### src/rtl/sys_mem_arb_if.sv
// sys_mem_arb_if: one sys_mem command/return port.
// master issues commands; slave stalls them and returns read data.
interface sys_mem_arb_if #(
   parameter int SYS_MEM_DATA_W = 32,
   parameter int SYS_MEM_ADDR_W = 27
);
   logic                      wren;
   logic                      rden;
   logic [SYS_MEM_ADDR_W-1:0] addr;
   logic [SYS_MEM_DATA_W-1:0] wdata;
   logic                      waitreq;
   logic                      rd_valid;
   logic [SYS_MEM_DATA_W-1:0] rdata;

   modport master (
      output wren, rden, addr, wdata,
      input  waitreq, rd_valid, rdata
   );

   modport slave (
      input  wren, rden, addr, wdata,
      output waitreq, rd_valid, rdata
   );
endinterface

### src/rtl/sys_mem_arb.sv
// sys_mem_arb: two-requester sys_mem arbiter, zero-latency mux, tag FIFO.
// SYS_MEM_ARB_M0_PRIO_EN selects fixed m0 priority over round-robin.
module sys_mem_arb #(
   parameter int SYS_MEM_DATA_W = 32,
   parameter int SYS_MEM_ADDR_W = 27,
   parameter int RD_TAG_DEPTH   = 8
) (
   input  logic          clk,
   input  logic          rst,
   sys_mem_arb_if.slave  m0,
   sys_mem_arb_if.slave  m1,
   sys_mem_arb_if.master sys_mem,
   output logic          tag_err
);
   localparam int PW = $clog2(RD_TAG_DEPTH);
   localparam int CW = PW + 1;

   typedef enum logic {ST_OPEN, ST_LOCK} lock_t;

   lock_t state, state_nx;
   logic  gnt, last, sel, tie_sel;
   logic  req0, req1;
   logic  sel_wr, sel_rd, rd_block;
   logic  cmd, accept, push, pop;
   logic  full, empty, head;

   logic [SYS_MEM_ADDR_W-1:0] sel_addr;
   logic [SYS_MEM_DATA_W-1:0] sel_wdata;
   logic [RD_TAG_DEPTH-1:0]   tags;
   logic [PW-1:0]             wr_ptr, rd_ptr;
   logic [CW-1:0]             count;

   assign req0 = m0.wren | m0.rden;
   assign req1 = m1.wren | m1.rden;

`ifdef SYS_MEM_ARB_M0_PRIO_EN
   assign tie_sel = 1'b0;
`else
   assign tie_sel = ~last;
`endif

   always_comb begin
      sel = gnt;
      if (state == ST_OPEN) begin
         unique case (1'b1)
            req0 & ~req1: sel = 1'b0;
            req1 & ~req0: sel = 1'b1;
            req0 & req1:  sel = tie_sel;
            default:      sel = gnt;
         endcase
      end
   end

   // A write beats a read from the same requester.
   assign sel_wr    = sel ? m1.wren : m0.wren;
   assign sel_rd    = (sel ? m1.rden : m0.rden) & ~sel_wr;
   assign sel_addr  = sel ? m1.addr : m0.addr;
   assign sel_wdata = sel ? m1.wdata : m0.wdata;

   assign full     = count == CW'(RD_TAG_DEPTH);
   assign empty    = count == '0;
   assign rd_block = full & sel_rd;

   assign sys_mem.wren  = sel_wr;
   assign sys_mem.rden  = sel_rd & ~rd_block;
   assign sys_mem.addr  = sel_addr;
   assign sys_mem.wdata = sel_wdata;

   assign cmd    = sys_mem.wren | sys_mem.rden;
   assign accept = cmd & ~sys_mem.waitreq;
   assign push   = sys_mem.rden & ~sys_mem.waitreq;
   assign pop    = sys_mem.rd_valid & ~empty;
   assign head   = tags[rd_ptr];

   assign m0.waitreq =
      sel ? req0 : (sys_mem.waitreq | rd_block);
   assign m1.waitreq =
      sel ? (sys_mem.waitreq | rd_block) : req1;

   assign m0.rd_valid = pop & ~head;
   assign m1.rd_valid = pop & head;
   assign m0.rdata    = sys_mem.rdata;
   assign m1.rdata    = sys_mem.rdata;

   always_comb begin
      state_nx = state;
      unique case (state)
         ST_OPEN: if (cmd & sys_mem.waitreq) state_nx = ST_LOCK;
         ST_LOCK: if (accept | ~cmd) state_nx = ST_OPEN;
         default: state_nx = ST_OPEN;
      endcase
   end

   always_ff @(posedge clk or posedge rst) begin
      if (rst) begin
         state <= ST_OPEN;
         gnt   <= 1'b0;
         last  <= 1'b1;
      end else begin
         state <= state_nx;
         gnt   <= sel;
         if (accept) last <= sel;
      end
   end

   always_ff @(posedge clk or posedge rst) begin
      if (rst) begin
         tags    <= '0;
         wr_ptr  <= '0;
         rd_ptr  <= '0;
         count   <= '0;
         tag_err <= 1'b0;
      end else begin
         if (push) begin
            tags[wr_ptr] <= sel;
            wr_ptr       <= wr_ptr + PW'(1);
         end
         if (pop) rd_ptr <= rd_ptr + PW'(1);
         if (push && !pop) count <= count + CW'(1);
         else if (pop && !push) count <= count - CW'(1);
         if (sys_mem.rd_valid && empty) tag_err <= 1'b1;
      end
   end
endmodule

### src/flat_wrapper.sv
// flat-port wrapper written by rule: the top's interface ports become plain ports
module sys_mem_arb_flat 
#(
   parameter int SYS_MEM_DATA_W = 32,
   parameter int SYS_MEM_ADDR_W = 27,
   parameter int RD_TAG_DEPTH   = 8
)
  (clk, rst, tag_err, m0_wren, m0_rden, m0_addr, m0_wdata, m0_waitreq, m0_rd_valid, m0_rdata, m1_wren, m1_rden, m1_addr, m1_wdata, m1_waitreq, m1_rd_valid, m1_rdata, sys_mem_wren, sys_mem_rden, sys_mem_addr, sys_mem_wdata, sys_mem_waitreq, sys_mem_rd_valid, sys_mem_rdata);
  sys_mem_arb_if #(.SYS_MEM_DATA_W(SYS_MEM_DATA_W), .SYS_MEM_ADDR_W(SYS_MEM_ADDR_W)) m0_i ();
  sys_mem_arb_if #(.SYS_MEM_DATA_W(SYS_MEM_DATA_W), .SYS_MEM_ADDR_W(SYS_MEM_ADDR_W)) m1_i ();
  sys_mem_arb_if #(.SYS_MEM_DATA_W(SYS_MEM_DATA_W), .SYS_MEM_ADDR_W(SYS_MEM_ADDR_W)) sys_mem_i ();
  input  logic clk;
  input  logic rst;
  output logic tag_err;
  input wire logic [$bits(m0_i.wren)-1:0] m0_wren;
  input wire logic [$bits(m0_i.rden)-1:0] m0_rden;
  input wire logic [$bits(m0_i.addr)-1:0] m0_addr;
  input wire logic [$bits(m0_i.wdata)-1:0] m0_wdata;
  output wire logic [$bits(m0_i.waitreq)-1:0] m0_waitreq;
  output wire logic [$bits(m0_i.rd_valid)-1:0] m0_rd_valid;
  output wire logic [$bits(m0_i.rdata)-1:0] m0_rdata;
  input wire logic [$bits(m1_i.wren)-1:0] m1_wren;
  input wire logic [$bits(m1_i.rden)-1:0] m1_rden;
  input wire logic [$bits(m1_i.addr)-1:0] m1_addr;
  input wire logic [$bits(m1_i.wdata)-1:0] m1_wdata;
  output wire logic [$bits(m1_i.waitreq)-1:0] m1_waitreq;
  output wire logic [$bits(m1_i.rd_valid)-1:0] m1_rd_valid;
  output wire logic [$bits(m1_i.rdata)-1:0] m1_rdata;
  output wire logic [$bits(sys_mem_i.wren)-1:0] sys_mem_wren;
  output wire logic [$bits(sys_mem_i.rden)-1:0] sys_mem_rden;
  output wire logic [$bits(sys_mem_i.addr)-1:0] sys_mem_addr;
  output wire logic [$bits(sys_mem_i.wdata)-1:0] sys_mem_wdata;
  input wire logic [$bits(sys_mem_i.waitreq)-1:0] sys_mem_waitreq;
  input wire logic [$bits(sys_mem_i.rd_valid)-1:0] sys_mem_rd_valid;
  input wire logic [$bits(sys_mem_i.rdata)-1:0] sys_mem_rdata;
  assign m0_i.wren = m0_wren;
  assign m0_i.rden = m0_rden;
  assign m0_i.addr = m0_addr;
  assign m0_i.wdata = m0_wdata;
  assign m0_waitreq = m0_i.waitreq;
  assign m0_rd_valid = m0_i.rd_valid;
  assign m0_rdata = m0_i.rdata;
  assign m1_i.wren = m1_wren;
  assign m1_i.rden = m1_rden;
  assign m1_i.addr = m1_addr;
  assign m1_i.wdata = m1_wdata;
  assign m1_waitreq = m1_i.waitreq;
  assign m1_rd_valid = m1_i.rd_valid;
  assign m1_rdata = m1_i.rdata;
  assign sys_mem_wren = sys_mem_i.wren;
  assign sys_mem_rden = sys_mem_i.rden;
  assign sys_mem_addr = sys_mem_i.addr;
  assign sys_mem_wdata = sys_mem_i.wdata;
  assign sys_mem_i.waitreq = sys_mem_waitreq;
  assign sys_mem_i.rd_valid = sys_mem_rd_valid;
  assign sys_mem_i.rdata = sys_mem_rdata;
  sys_mem_arb #(.SYS_MEM_DATA_W(SYS_MEM_DATA_W), .SYS_MEM_ADDR_W(SYS_MEM_ADDR_W), .RD_TAG_DEPTH(RD_TAG_DEPTH)) u_core (.clk(clk), .rst(rst), .m0(m0_i), .m1(m1_i), .sys_mem(sys_mem_i), .tag_err(tag_err));
endmodule
### config.mk
export PLATFORM = sky130hd
export DESIGN_NAME = sys_mem_arb_flat
export DESIGN_NICKNAME = d
export VERILOG_FILES = /design/src/rtl/sys_mem_arb_if.sv /design/src/rtl/sys_mem_arb.sv /design/src/flat_wrapper.sv
export SDC_FILE = /design/constraint.sdc
export NUM_CORES = 1
export LEC_CHECK = 0
export BUFFER_PORTS_ARGS = -buffer_cell sky130_fd_sc_hd__buf_2
export CORE_AREA = 2 2 110 112
export CTS_BUF_LIST = sky130_fd_sc_hd__clkbuf_8 sky130_fd_sc_hd__clkbuf_16
export CTS_CLUSTER_SIZE = 10
export DETAILED_ROUTE_END_ITERATION = 8
export DIE_AREA = 0 0 112 114
export GPL_TIMING_DRIVEN = 0
export PLACE_DENSITY = 0.54
export SYNTH_ARGS = -nofsm -noshare
export SYNTH_HDL_FRONTEND = slang
export SYNTH_SLANG_ARGS = --single-unit
### constraint.sdc
create_clock -name clk -period 7.28 [get_ports clk]
set_input_delay 1.092 -clock clk [delete_from_list [all_inputs] [get_ports clk]]
set_output_delay 1.092 -clock clk [all_outputs]
set_load 0.02 [all_outputs]
==> metrics.md <==
| Metric | Value |
|---|---|
| Synthesized netlist cell count | 370 |
| Drt drc | 0 |
| Number of nets in the layout | 794 |
| Total routing usage reported by global routing | 0.145 |
| Die boundary height | 114 um |
| Clock root buffer | sky130_fd_sc_hd__clkbuf_16 |
| Seq cells post-synth | 22 |
| Worst hold path depth | 1 |
| Worst-Margin Slew | about 0.86 ns |
| Area growth syn-to-layout | 63.1% |
| Outcome | finished, final reports clean |
| Clock buffers created by TritonCTS | 3 |
| Standby leakage power | 2.49 nW |
| Total global routing overflow | 0 |
| Most frequent standard cell in the layout excluding fill and tap cells | sky130_fd_sc_hd__buf_2 |
| Worst stage delay on the critical path | 0.39 ns |
| Clock insertion delay at the later pin of the skew report | between 0.2 and 0.3 ns |
| Number of maximum-capacitance constraint violations | 0 |
| RR Startpoint | u_core.last |
| Crit path arrival time | roughly 2.7 ns |
| CTS H-tree depth | 1 |
| DIE WIDTH | approximately 110 um |
| TritonCTS clock tree | built |
| CP Capture Type | output port |
| Detailed-routing iteration count for the pre-antenna-repair pass | 4 |
| Share of async-settable or async-resettable flops after synthesis | 1.00 |
| Vias | about 3100 |
| Overall routed net length | 10300 um |
| RSZ-0062 raised after global routing | no |
| Max Root-Sink Buffers | 2 |
| Post-synthesis cell area | 2480 um2 |
| Cell-by-cell listing of the critical path | buf_2, o21ba_1, o32ai_2, buf_6, clkbuf_1, o22ai_1, buf_2 |
| Area occupied by multi-input gates | between 1000 and 1500 um2 |
| Worst path most repeated cell | sky130_fd_sc_hd__buf_2 |
| Top cells by area in the synthesized netlist | sky130_fd_sc_hd__nand2_1 28%, sky130_fd_sc_hd__dfrtp_1 21%, sky130_fd_sc_hd__buf_4 19% |
| Final GP Congestion | ~0.82 |
| I/O Pins | 288 |
| Area enclosed by the die boundary | about 13000 um2 |
| Syn. warnings | 0 |
| Final HPWL DP | approximately 9000 um |
| Time the final worst path needs with I/O delays and setup | 3.82 ns |
| Post-detailed-route via-to-cell ratio | roughly 4.0 |
| Hold bufs inserted after CTS | 0 |
| Most frequent cells in the layout | 256 x sky130_fd_sc_hd__buf_2, 186 x sky130_fd_sc_hd__nand2_1, 64 x sky130_fd_sc_hd__buf_4 |
| Count of distinct cell types in the synthesized netlist | 39 |
| # rows | 40 |
| Slack of the worst reg-to-reg path | between 4 and 5 ns |
| Core footprint | 11700 um2 |
| Port buffer count | about 260 |
| Achievable frequency | 262 MHz |
| Count of pins over their slew limit | 0 |
| Worst hold-check slack | 0.455 ns |
| Number of resized instances in the post-cts repair step | 0 |
| Areal power density over the cells | 348 nW/um2 |
| Mean area per synthesized cell | 6.71 um2 |
| Initial core utilization | 0.212 |
| Global-route wire length before repair | 14900 um |
| Area used by sequential logic in the layout | ~550 um2 |
| Total setup buffers inserted after CTS | 0 |
| Clock transition at the registers of the reported paths | 0.06 ns |
| Worst Skew | 0.00212 ns |
| Min-delay worst type | reg -> reg |
| 1st-iter DRT viols | between 100 and 150 |
| Net Count, Synth | between 500 and 600 |
| Antenna violations before repair | 0 |
| Hold Path Sink | u_core.tag_err |
| Antenna-violating nets left | 0 |
| Total power consumption of the routed design | 0.00141 W |
| Startpoint types | input port |
| Beginning of the worst hold path | u_core.tag_err |
| Critical-path cell with the highest stage delay | sky130_fd_sc_hd__clkbuf_1 |
| Share of the cycle needed by the critical path after routing | 0.524 |
| Number of hold-slack violations in the final timing report | 0 |
| Largest net degree at the start of global routing | 23 |
| Final setup violation count | 0 |
| Fillers | 1312 |
| Total negative slack for setup checks | 0 ns |
| Endpoint of the worst register-to-register path | u_core.count[3] |
| Fraction of layout cells with a size suffix above 1 | 0.539 |
| Max transition margin | 0.424 |
| Num Clock Sinks | 22 |
| Via count of the first global-routing pass | 2822 |
| Worst Path Required | 6.19 ns |
| Biggest fanout along the worst timing path | 10 |
| Worst Path Class, Setup | in -> out |
| Worst VDD drop | roughly 0.00015 V |
| N_diodes | 0 |
| EDFF count, synth | 0 |
| Commonest register cell after synthesis | sky130_fd_sc_hd__dfrtp_1 |
| WL per Instance | between 10 and 15 um |
| Count of buffering cells on the critical path with inverters included | 4 |
| Synth top area share | 0.281 |
| Post-synthesis sequential area ratio | 0.222 |
| Number of cells on the worst reg-to-reg path | 14 |
| Post-synthesis cell type with the largest combined area | sky130_fd_sc_hd__nand2_1 |
| Largest delay share family, worst path | buffers and inverters |
-- how the worst max path moves through the flow --
| stage | to | startpoint | cells after the start | slack, ns |
|---|---|---|---|---|
| 6_report | m1_waitreq | m1_rden | 7 | 3.46 |
| 3_5_place_dp | sys_mem_addr[3] | m1_rden | 8 | 3.40 |
| 4_1_cts | sys_mem_addr[3] | m1_rden | 8 | 3.39 |
| 5_1_grt | sys_mem_addr[3] | m1_rden | 8 | 3.30 |
| 3_3_place_gp | m1_waitreq | m1_rden | 7 | 3.42 |
| 2_1_floorplan | sys_mem_rden | m1_rden | 6 | 3.87 |
-- cells in the mapped netlist, drive strengths merged (4+ instances only) --
cell    count
nand2     186
xnor2       7
buf        67
nor2b       4
mux2       11
dfrtp      21
inv         6
ha          5
nor2        8
clkbuf     15
-- power by group --
group	total [W]	switching [W]	internal, W
combinational	0.00102	0.000642	0.000375
sequential	0.000237	0.0000549	0.000182
clock	0.000153	0.0000438	0.000109
total	0.00141	0.000741	0.000666
-- area by class of cell --
type / count / area share
clock buffers: 3 / 0.0186
plain buffers: 82 / 0.139
well taps: 147 / 0.0455
inverters: 6 / 0.00557
multi-input cells: 260 / 0.332
clock inverters: 1 / 0.00742
flip-flops and latches: 22 / 0.136
repair buffers: 255 / 0.315
-- per-stage QoR --
stage | setup WS [ns] | instance area (um2) | instances | utilization
2_1_floorplan | 3.87 | 2480 | 370 | -
3_3_place_gp | 3.42 | 3940 | 772 | 0.337
3_5_place_dp | 3.40 | 3940 | 772 | 0.337
4_1_cts | 3.39 | 4050 | 776 | 0.346
5_1_grt | 3.30 | 4050 | 776 | 0.346
6_report | 3.46 | 4050 | 776 | 0.346
-- state kept, by name, indices dropped and copies added, names as in the netlist --
signal and flops:
u_core.tag_err 1, u_core.tags 8, u_core.wr_ptr 3, u_core.count 4
u_core.gnt 1, u_core.state 1, u_core.rd_ptr 3, u_core.last 1
-- layer usage --
layer,track usage,vias up,share of wire
li1,-,1611,-
met1,0.176,1363,0.38
met2,0.256,148,0.49
met3,0.0553,6,0.12
met4,0.0154,0,0.0073
met5,0,-,0
-- worst register-to-register path, stage by stage, from the launching register on --
cell	delay (ns)
sky130_fd_sc_hd__dfstp_2	0.52
sky130_fd_sc_hd__o21ba_1	0.16
sky130_fd_sc_hd__o32ai_2	0.26
sky130_fd_sc_hd__buf_6	0.19
sky130_fd_sc_hd__mux2i_2	0.27
sky130_fd_sc_hd__nand2_1	0.14
sky130_fd_sc_hd__inv_1	0.09
sky130_fd_sc_hd__ha_1	0.19
sky130_fd_sc_hd__inv_1	0.10
sky130_fd_sc_hd__ha_1	0.28
sky130_fd_sc_hd__a21o_1	0.18
sky130_fd_sc_hd__a21oi_1	0.19
sky130_fd_sc_hd__xnor2_1	0.15
sky130_fd_sc_hd__nor2_1	0.07
sky130_fd_sc_hd__xor2_1	0.14
-- cells by family (layout without fill, tap and decap cells) --
| group | Yosys count | in the layout | synth area share |
|---|---|---|---|
| AOI/OAI and AO/OA | 12 | 12 | 0.0398 |
| xor gates and xnor gates | 8 | 8 | 0.0282 |
| adders and majority gates | 6 | 6 | 0.0333 |
| buffers and inverters | 88 | 347 | 0.237 |
| DFF | 22 | 22 | 0.222 |
| muxes | 16 | 16 | 0.0817 |
| and+or+nand+nor | 218 | 218 | 0.358 |
(Power assumes the default switching activity.)
